**src/rtl/riscv_pkg.sv**
```systemverilog
// Shared definitions for the register-file writeback arbiter.
// Holds the FSM encoding and the writeback defaults.
package riscv_pkg;

   typedef enum logic [1:0] {
      IDLE  = 2'b00,
      HELD  = 2'b01,
      FORCE = 2'b10
   } wb_state_t;

   localparam int WB_STARVE_LIMIT = 4;
   localparam int REG_X0          = 0;

endpackage

```
**src/rtl/riscv_wb_holdbuf.sv**
```systemverilog
// One-entry holding register for a deferred mul/div result.
// Load takes priority over clear.
module riscv_wb_holdbuf #(
   parameter int DATA_WIDTH = 32,
   parameter int ADDR_WIDTH = 5
) (
   input  logic                  clk,
   input  logic                  rst,
   input  logic                  load,
   input  logic                  clear,
   input  logic [ADDR_WIDTH-1:0] load_rd,
   input  logic [DATA_WIDTH-1:0] load_data,
   output logic                  valid,
   output logic [ADDR_WIDTH-1:0] rd,
   output logic [DATA_WIDTH-1:0] data
);

   always_ff @(posedge clk) begin
      if (rst) begin
         valid <= 1'b0;
         rd    <= '0;
         data  <= '0;
      end else if (load) begin
         valid <= 1'b1;
         rd    <= load_rd;
         data  <= load_data;
      end else if (clear) begin
         valid <= 1'b0;
         rd    <= '0;
         data  <= '0;
      end
   end

endmodule

```
**src/rtl/riscv_wb_arbiter.sv**
```systemverilog
// Register-file write port arbiter: pipeline writeback first,
// mul/div results parked and force-drained after STARVE_LIMIT.
module riscv_wb_arbiter
   import riscv_pkg::*;
#(
   parameter int DATA_WIDTH   = 32,
   parameter int ADDR_WIDTH   = 5,
   parameter int STARVE_LIMIT = WB_STARVE_LIMIT
) (
   input  logic                  clk,
   input  logic                  rst,
   input  logic                  pipe_wb_valid,
   input  logic [ADDR_WIDTH-1:0] pipe_rd,
   input  logic [DATA_WIDTH-1:0] pipe_wb_data,
   output logic                  pipe_stall,
   input  logic                  md_valid,
   input  logic [ADDR_WIDTH-1:0] md_rd,
   input  logic [DATA_WIDTH-1:0] md_data,
   output logic                  md_ready,
   output logic                  rf_we,
   output logic [ADDR_WIDTH-1:0] rf_waddr,
   output logic [DATA_WIDTH-1:0] rf_wdata
);

   localparam logic [ADDR_WIDTH-1:0] X0 = ADDR_WIDTH'(REG_X0);
   localparam logic [3:0] CNT_MAX = 4'(STARVE_LIMIT - 1);

   wb_state_t             state, state_nx;
   logic [3:0]            wait_cnt, cnt_nx, cnt_inc;
   logic                  p, m;
   logic                  buf_load, buf_clr, buf_valid;
   logic [ADDR_WIDTH-1:0] buf_rd;
   logic [DATA_WIDTH-1:0] buf_data;
   logic                  win;
   logic [ADDR_WIDTH-1:0] win_rd;
   logic [DATA_WIDTH-1:0] win_data;

   // Writes to x0 are no-ops and never take the port.
   assign p = pipe_wb_valid & (pipe_rd != X0);
   assign m = md_valid & (md_rd != X0);

   assign md_ready   = (state == IDLE) & ~rst;
   assign pipe_stall = (state == FORCE) & ~rst;

   riscv_wb_holdbuf #(
      .DATA_WIDTH(DATA_WIDTH),
      .ADDR_WIDTH(ADDR_WIDTH)
   ) u_holdbuf (
      .clk      (clk),
      .rst      (rst),
      .load     (buf_load),
      .clear    (buf_clr),
      .load_rd  (md_rd),
      .load_data(md_data),
      .valid    (buf_valid),
      .rd       (buf_rd),
      .data     (buf_data)
   );

   always_comb begin
      state_nx = state;
      cnt_nx   = wait_cnt;
      cnt_inc  = wait_cnt + 4'd1;
      buf_load = 1'b0;
      buf_clr  = 1'b0;
      win      = 1'b0;
      win_rd   = '0;
      win_data = '0;
      unique case (state)
         IDLE: begin
            cnt_nx = '0;
            if (p) begin
               win      = 1'b1;
               win_rd   = pipe_rd;
               win_data = pipe_wb_data;
               if (m) begin
                  buf_load = 1'b1;
                  state_nx = HELD;
               end
            end else if (m) begin
               win      = 1'b1;
               win_rd   = md_rd;
               win_data = md_data;
            end
         end
         HELD: begin
            if (!p) begin
               win      = buf_valid;
               win_rd   = buf_rd;
               win_data = buf_data;
               buf_clr  = 1'b1;
               state_nx = IDLE;
            end else begin
               win      = 1'b1;
               win_rd   = pipe_rd;
               win_data = pipe_wb_data;
               // Younger pipeline write to same rd supersedes the buffer.
               if (pipe_rd == buf_rd) begin
                  buf_clr  = 1'b1;
                  state_nx = IDLE;
               end else begin
                  cnt_nx = cnt_inc;
                  if (cnt_inc >= CNT_MAX) state_nx = FORCE;
               end
            end
         end
         FORCE: begin
            win      = buf_valid;
            win_rd   = buf_rd;
            win_data = buf_data;
            buf_clr  = 1'b1;
            cnt_nx   = '0;
            state_nx = IDLE;
         end
         default: begin
            state_nx = IDLE;
            cnt_nx   = '0;
         end
      endcase
   end

   always_ff @(posedge clk) begin
      if (rst) begin
         state    <= IDLE;
         wait_cnt <= '0;
         rf_we    <= 1'b0;
         rf_waddr <= '0;
         rf_wdata <= '0;
      end else begin
         state    <= state_nx;
         wait_cnt <= cnt_nx;
         rf_we    <= win;
         rf_waddr <= win_rd;
         rf_wdata <= win_data;
      end
   end

endmodule

```
**config.mk**
```make
export PLATFORM = sky130hd
export DESIGN_NAME = riscv_wb_arbiter
export DESIGN_NICKNAME = d
export VERILOG_FILES = /design/src/rtl/riscv_pkg.sv /design/src/rtl/riscv_wb_holdbuf.sv /design/src/rtl/riscv_wb_arbiter.sv
export SDC_FILE = /design/constraint.sdc
export NUM_CORES = 1
export LEC_CHECK = 0
export BUFFER_PORTS_ARGS = -buffer_cell sky130_fd_sc_hd__buf_2
export CORE_ASPECT_RATIO = 1.1
export CORE_MARGIN = 2
export CORE_UTILIZATION = 45
export CTS_BUF_LIST = sky130_fd_sc_hd__clkbuf_8 sky130_fd_sc_hd__clkbuf_16
export CTS_CLUSTER_SIZE = 12
export DETAILED_ROUTE_END_ITERATION = 6
export PLACE_DENSITY = 0.74
export SLEW_MARGIN = 20
export SYNTH_ARGS = -nofsm -noshare
export SYNTH_HDL_FRONTEND = slang
export SYNTH_SLANG_ARGS = --single-unit
```
**constraint.sdc**
```tcl
create_clock -name clk -period 3.7 [get_ports clk]
set_clock_uncertainty 0.2 [all_clocks]
set_input_delay 0.37 -clock clk [delete_from_list [all_inputs] [get_ports clk]]
set_output_delay 0.37 -clock clk [all_outputs]
set_load 0.02 [all_outputs]
```
# After elaboration in Yosys (flattened, before gate mapping)
# Index checks and enable logic that the tools add are counted.
# totals
ff_bits	82
input_bits	78
elab_cells	59
# classes
addsub	1
order_cmp	1
eq_ne	6
muxes	29
n_bitwise	7
n_reduce_logical	7
# op_table
op	count
two-way mux 32 bit	5
case mux 32 bit (3 select lines)	1
two-way mux 5 bit	5
case mux 5 bit (3 select lines)	1
two-way mux 2 bit	5
nonzero test 5 bit	2
two-way mux 1 bit	9
equality test 5 bit	1
adder 4 x 1 -> 4 bit, second input constant	1
bitwise AND 1 bit	4
greater-or-equal comparator 4 x 2 -> 1 bit, second input constant	1
!= test 2 bit, second input constant	2
!= test 4 bit, second input constant	1
case mux 2 bit (2 select lines)	1
NOT 1 bit	3
case mux 1 bit (3 select lines)	1
AND reduction 3 bit	1
equality test 2 x 1 -> 1 bit, second input constant	1
equality test 2 bit, second input constant	1
zero test 2 bit	1
case mux 1 bit (2 select lines)	1
AND reduction 2 bit	1
nonzero test 2 bit	1
OR reduction 2 bit	1

# Depth between registers and ports, before layout
# depth
depth_word	6
ltp_mapped	8

# Cells and area by module
# From an unflattened synthesis, not the netlist that was laid out.
# unflattened
hier_cells	464
area_unflattened_um2	4475.5
# modules_own_cells
mod	n_inst	cells_per_inst	area_per_inst_um2	seq_area_each_um2
riscv_wb_arbiter	1	295	2761.4	880.8
riscv_wb_holdbuf	1	169	1714.1	760.7

# Worst setup path after synthesis
# OpenSTA, ideal clock, no wires.
# synth_path
path_type	register -> register
startpoint	register state[1]
endpoint	register rf_wdata[26]
setup_ns	0.058
t_arrival_ns	1.802
slack_ns	1.641
path_stages_with_launch	9
n_path_buf	1
path_cell_list	dfxtp_1 > inv_1 > ha_1 > nor2_2 > nor4b_4 > a21boi_1 > buf_4 > a22o_1 > a21o_1
# synth_between
elab_chain_len	2
elab_cells_between_ends	4
cone_classes	eq/ne (2); mux (1); reduce/logical (1)
# synth_rtl
element	line_no	text
from (decl)	riscv_wb_arbiter.sv:28	wb_state_t state, state_nx;
from (signal assigned)	riscv_wb_arbiter.sv:130	state <= state_nx;
equality test 2 bit, or another cell as far along	riscv_wb_arbiter.sv:69	unique case (state)
case mux 32 bit (3 select lines) *	riscv_wb_arbiter.sv:69	
to (signal assigned)	riscv_wb_arbiter.sv:134	rf_wdata <= win_data;
to (decl)	riscv_wb_arbiter.sv:22	output logic [DATA_WIDTH-1:0] rf_wdata
# Every way passes the cells marked *; elsewhere a longest branch is shown, timed or not.
# A chain may end at the register's enable or synchronous reset.

# Worst setup path after layout
# layout_path
startpoint	register u_holdbuf.rd[3]
endpoint	register u_holdbuf.data[10]
# layout_between
elab_chain_len	5
# layout_rtl
element	line_no	text
from (decl)	riscv_wb_holdbuf.sv:14	output logic [ADDR_WIDTH-1:0] rd,
from (signal assigned)	riscv_wb_holdbuf.sv:25	rd <= load_rd;
equality test 5 bit	riscv_wb_arbiter.sv:98	if (pipe_rd == buf_rd) begin
two-way mux 1 bit	riscv_wb_arbiter.sv:98	
two-way mux 1 bit	riscv_wb_arbiter.sv:87	if (!p) begin
case mux 1 bit (2 select lines)	riscv_wb_arbiter.sv:69	
nonzero test 2 bit (no source line)	-	
to (signal assigned)	riscv_wb_holdbuf.sv:26	data <= load_data;
to (decl)	riscv_wb_holdbuf.sv:15	output logic [DATA_WIDTH-1:0] data
# No other way between the ends.

==> results.yml <==
cts:
  cts_buffer_depth: 2
  ctsHtreeMaxLevel: 3
  cts.sinks: 82
  clk_pin_slew_ns: 0.08
  cts_root_buffer: "clkbuf_8"
  cts-hold-fix-buffers: 0
  cts_resized: 0
  postCtsSetupBuffers: 0
  cts-buffers-inserted: 9
  clock_latency_ns: 0.35
  tritoncts: "yes"
global_routing:
  grt_use_total: 0.188
  grt_max_degree: 81
  grtUsageMet1: 0.230
  grt_pass1_vias: 3141
  grt-ovfl-total: 0
  met3_usage: 0.0362
  grt_busiest_layer: "met2"
  use_met2: 0.319
  grt_pass1_wl_um: 14700
  antenna_found_initial: 0
critical_path:
  critPathCaptureType: "flop"
  crit_buf_inv: 1
  path_depth: 6
  rrSetupSlack_ns: 1.24
  start_kind: "flop"
  ff2ff_path_depth: 6
  slowest_delay_ns: 0.52
  required_ns: 3.71
  cp-endpoint: "u_holdbuf.data[10]"
  cp_data_arrival_time_ns: 2.46
  crit_path_top_delay_cell: "o21ba_2"
  r2r-start: "u_holdbuf.rd[3]"
  crit_chain: "xnor2_1 -> nand3_1 -> o31ai_4 -> o21ba_2 -> buf_12 -> o32ai_2"
  r2r-end: "u_holdbuf.data[10]"
  critical_path.max_fanout: 25
  criticalPathCategory: "flop to flop"
  path_delay_family: "compound AO/OA/AOI/OAI gates"
  startpoint: "u_holdbuf.rd[3]"
yosys:
  synthTopCellsByArea: "dfxtp_1, o32ai_2, a22o_1, a21o_1, nand3b_1"
  synth_seq_cells: 82
  synth.avg_cell_area_um2: 11.1
  synth_top_cell_by_area: "dfxtp_1"
  synth_seq_area_share: 0.401
  synth_edf_count: 0
  syn_inst: 368
  ys_warn_count: 0
  ys_types: 47
  yosysTopAreaCellShare: 0.401
  syn-cell-area_mm2: 0.00409
  ys_top_cells_by_count: "dfxtp_1, inv_1, a21o_1, a22o_1, o32ai_2"
  post-synth-top-count-cell: "dfxtp_1"
  synth_nets: 453
  ys.flop_type: "dfxtp_1"
  async_reset_ff_frac: 0
power_and_ir_drop:
  internal-power_uw: 1560
  leakage_uw: 0.00246
  p_seq_frac: 0.452
  p_per_area_mw_per_mm2: 451
  p_sw_frac: 0.293
  p_total_uw: 2210
  p_clk_frac: 0.314
  switching_power_uw: 646
  ir_worst_vdd_v: 0.000169
  combPwrFrac: 0.234
timing:
  slew_headroom: 0.413
  worstMarginPinSlew_ns: 0.881
  min_period_ns: 2.46
  fin_crit_sh: 0.665
  final_hold_viol_count: 0
  fin_hold_ws_ns: 0.103
  finalMaxSlewViolations: 0
  fmaxAchievable_mhz: 407
  rsz0062_at_grt: "no"
  finalSetupViolCount: 0
  setup_tns_ns: 0
layout:
  design_area_mm2: 0.00490
  fin_nets: 558
  synthToLayoutAreaGrowth_pct: 19.7
  fin_util: 0.555
  drive_gt1_frac: 0.397
  num_antenna_cells: 0
  nFillCells: 802
die:
  fp.dieW_um: 94.9
  fp.coreArea_mm2: 0.00883
  pin_count: 118
  dieArea_mm2: 0.00987
  rows: 36
  initial_core_util: 0.463
  die-height_um: 104
detailed_routing:
  detail_route.vias_per_cell: 5.42
  antenna_left: 0
  routed_wl_um: 9150
  avgRoutedWirePerCell_um: 15.5
  via_count: 3208
  dr.pass1.iters: 4
  route.detailed.drc: 0
  drt_iter0_markers: 85
run:
  maxCapViolCount: 0
hold_path:
  hp-class: "input port to flop"
  whs_path_depth: 3
placed_design:
  io_buffers: 117
  placed_area_mm2: 0.00468
  place_congestion: 0.807
  dpl.hpwl_um: 6430
run_status:
  status: "finished clean"
==> placed cells by master (no fill, tap or decap), drive strengths merged <==
cell / count
ha: 7
a211oi: 2
nor2: 4
nand2: 2
a22o: 37
o31a: 1
nor3: 4
xor2: 3
nand3: 2
o21ai: 7
buf: 124
a21oi: 2
nor4: 2
a21boi: 2
o211ai: 1
nor2b: 2
a21o: 37
mux2i: 1
or3: 2
nor4b: 2
o22a: 1
or4: 1
xnor2: 4
a21bo: 1
bufinv: 1
o21ba: 1
clkbuf: 13
o32ai: 38
o31ai: 2
nand3b: 37
nand2b: 5
a31oi: 1
inv: 47
dfxtp: 82
==> power groups by stage <==
| stage | combinational (µW) | clock, µW | sequential (µW) |
|---|---|---|---|
| after floorplan | 317 | 0 | 1070 |
| after global placement | 505 | 0 | 1020 |
| after detailed placement | 519 | 0 | 1020 |
| after CTS | 521 | 708 | 998 |
| after global routing | 559 | 742 | 1010 |
| final | 516 | 692 | 998 |
==> kinds of logic (layout without fill, tap and decap cells) <==
| family | count (synthesis) | in the layout | share of synthesized area |
|---|---|---|---|
| compound gates | 133 | 133 | 0.338 |
| flops | 82 | 82 | 0.401 |
| buf+inv | 75 | 185 | 0.0991 |
| simple gates | 63 | 63 | 0.123 |
| fa+ha+maj | 7 | 7 | 0.0214 |
| xor+xnor | 7 | 7 | 0.0150 |
| mux | 1 | 1 | 0.00245 |
==> registers in the layout, indices dropped and copies added, names as in the netlist <==
name	count
state	2
u_holdbuf.rd	5
rf_wdata	32
u_holdbuf.valid	1
rf_waddr	5
wait_cnt	4
u_holdbuf.data	32
rf_we	1
==> layout make-up <==
class                      count  area (µm²)  share of cell area
timing repair buffer         124         678               0.139
clock buffer                  13         179              0.0365
inverter                      45         169              0.0345
sequential                    82        1640               0.335
multi-input combinational    211        2050               0.418
tap                          114         143              0.0291
clock inverter                 3        37.5             0.00767
==> layer usage <==
metal / up-vias / share of wire
met5: - / 0
met4: 0 / 0.017
met3: 12 / 0.045
met2: 78 / 0.50
met1: 1560 / 0.44
li1: 1558 / -
==> worst register-to-register path: stages, from the launching register on <==
cell,delay (ns)
dfxtp_1,0.40
xnor2_1,0.15
nand3_1,0.14
o31ai_4,0.50
o21ba_2,0.53
buf_12,0.27
o32ai_2,0.13
==> through the flow <==
| step | cells | worst slack, ns |
|---|---|---|
| floorplan | 368 | 1.64 |
| global placement | 576 | 1.17 |
| detailed placement | 576 | 1.11 |
| CTS | 592 | 1.24 |
| global route | 592 | 1.11 |
| finish | 592 | 1.24 |
==> how the worst min path moves through the flow <==
stage / startpoint / to
after floorplan: u_holdbuf.data[0] / rf_wdata[0]
after global placement: u_holdbuf.data[25] / rf_wdata[25]
after detailed placement: u_holdbuf.data[27] / rf_wdata[27]
after CTS: md_data[27] / u_holdbuf.data[27]
after global routing: pipe_wb_data[8] / rf_wdata[8]
final: md_data[27] / u_holdbuf.data[27]
Power figures use the tool's default switching activity.
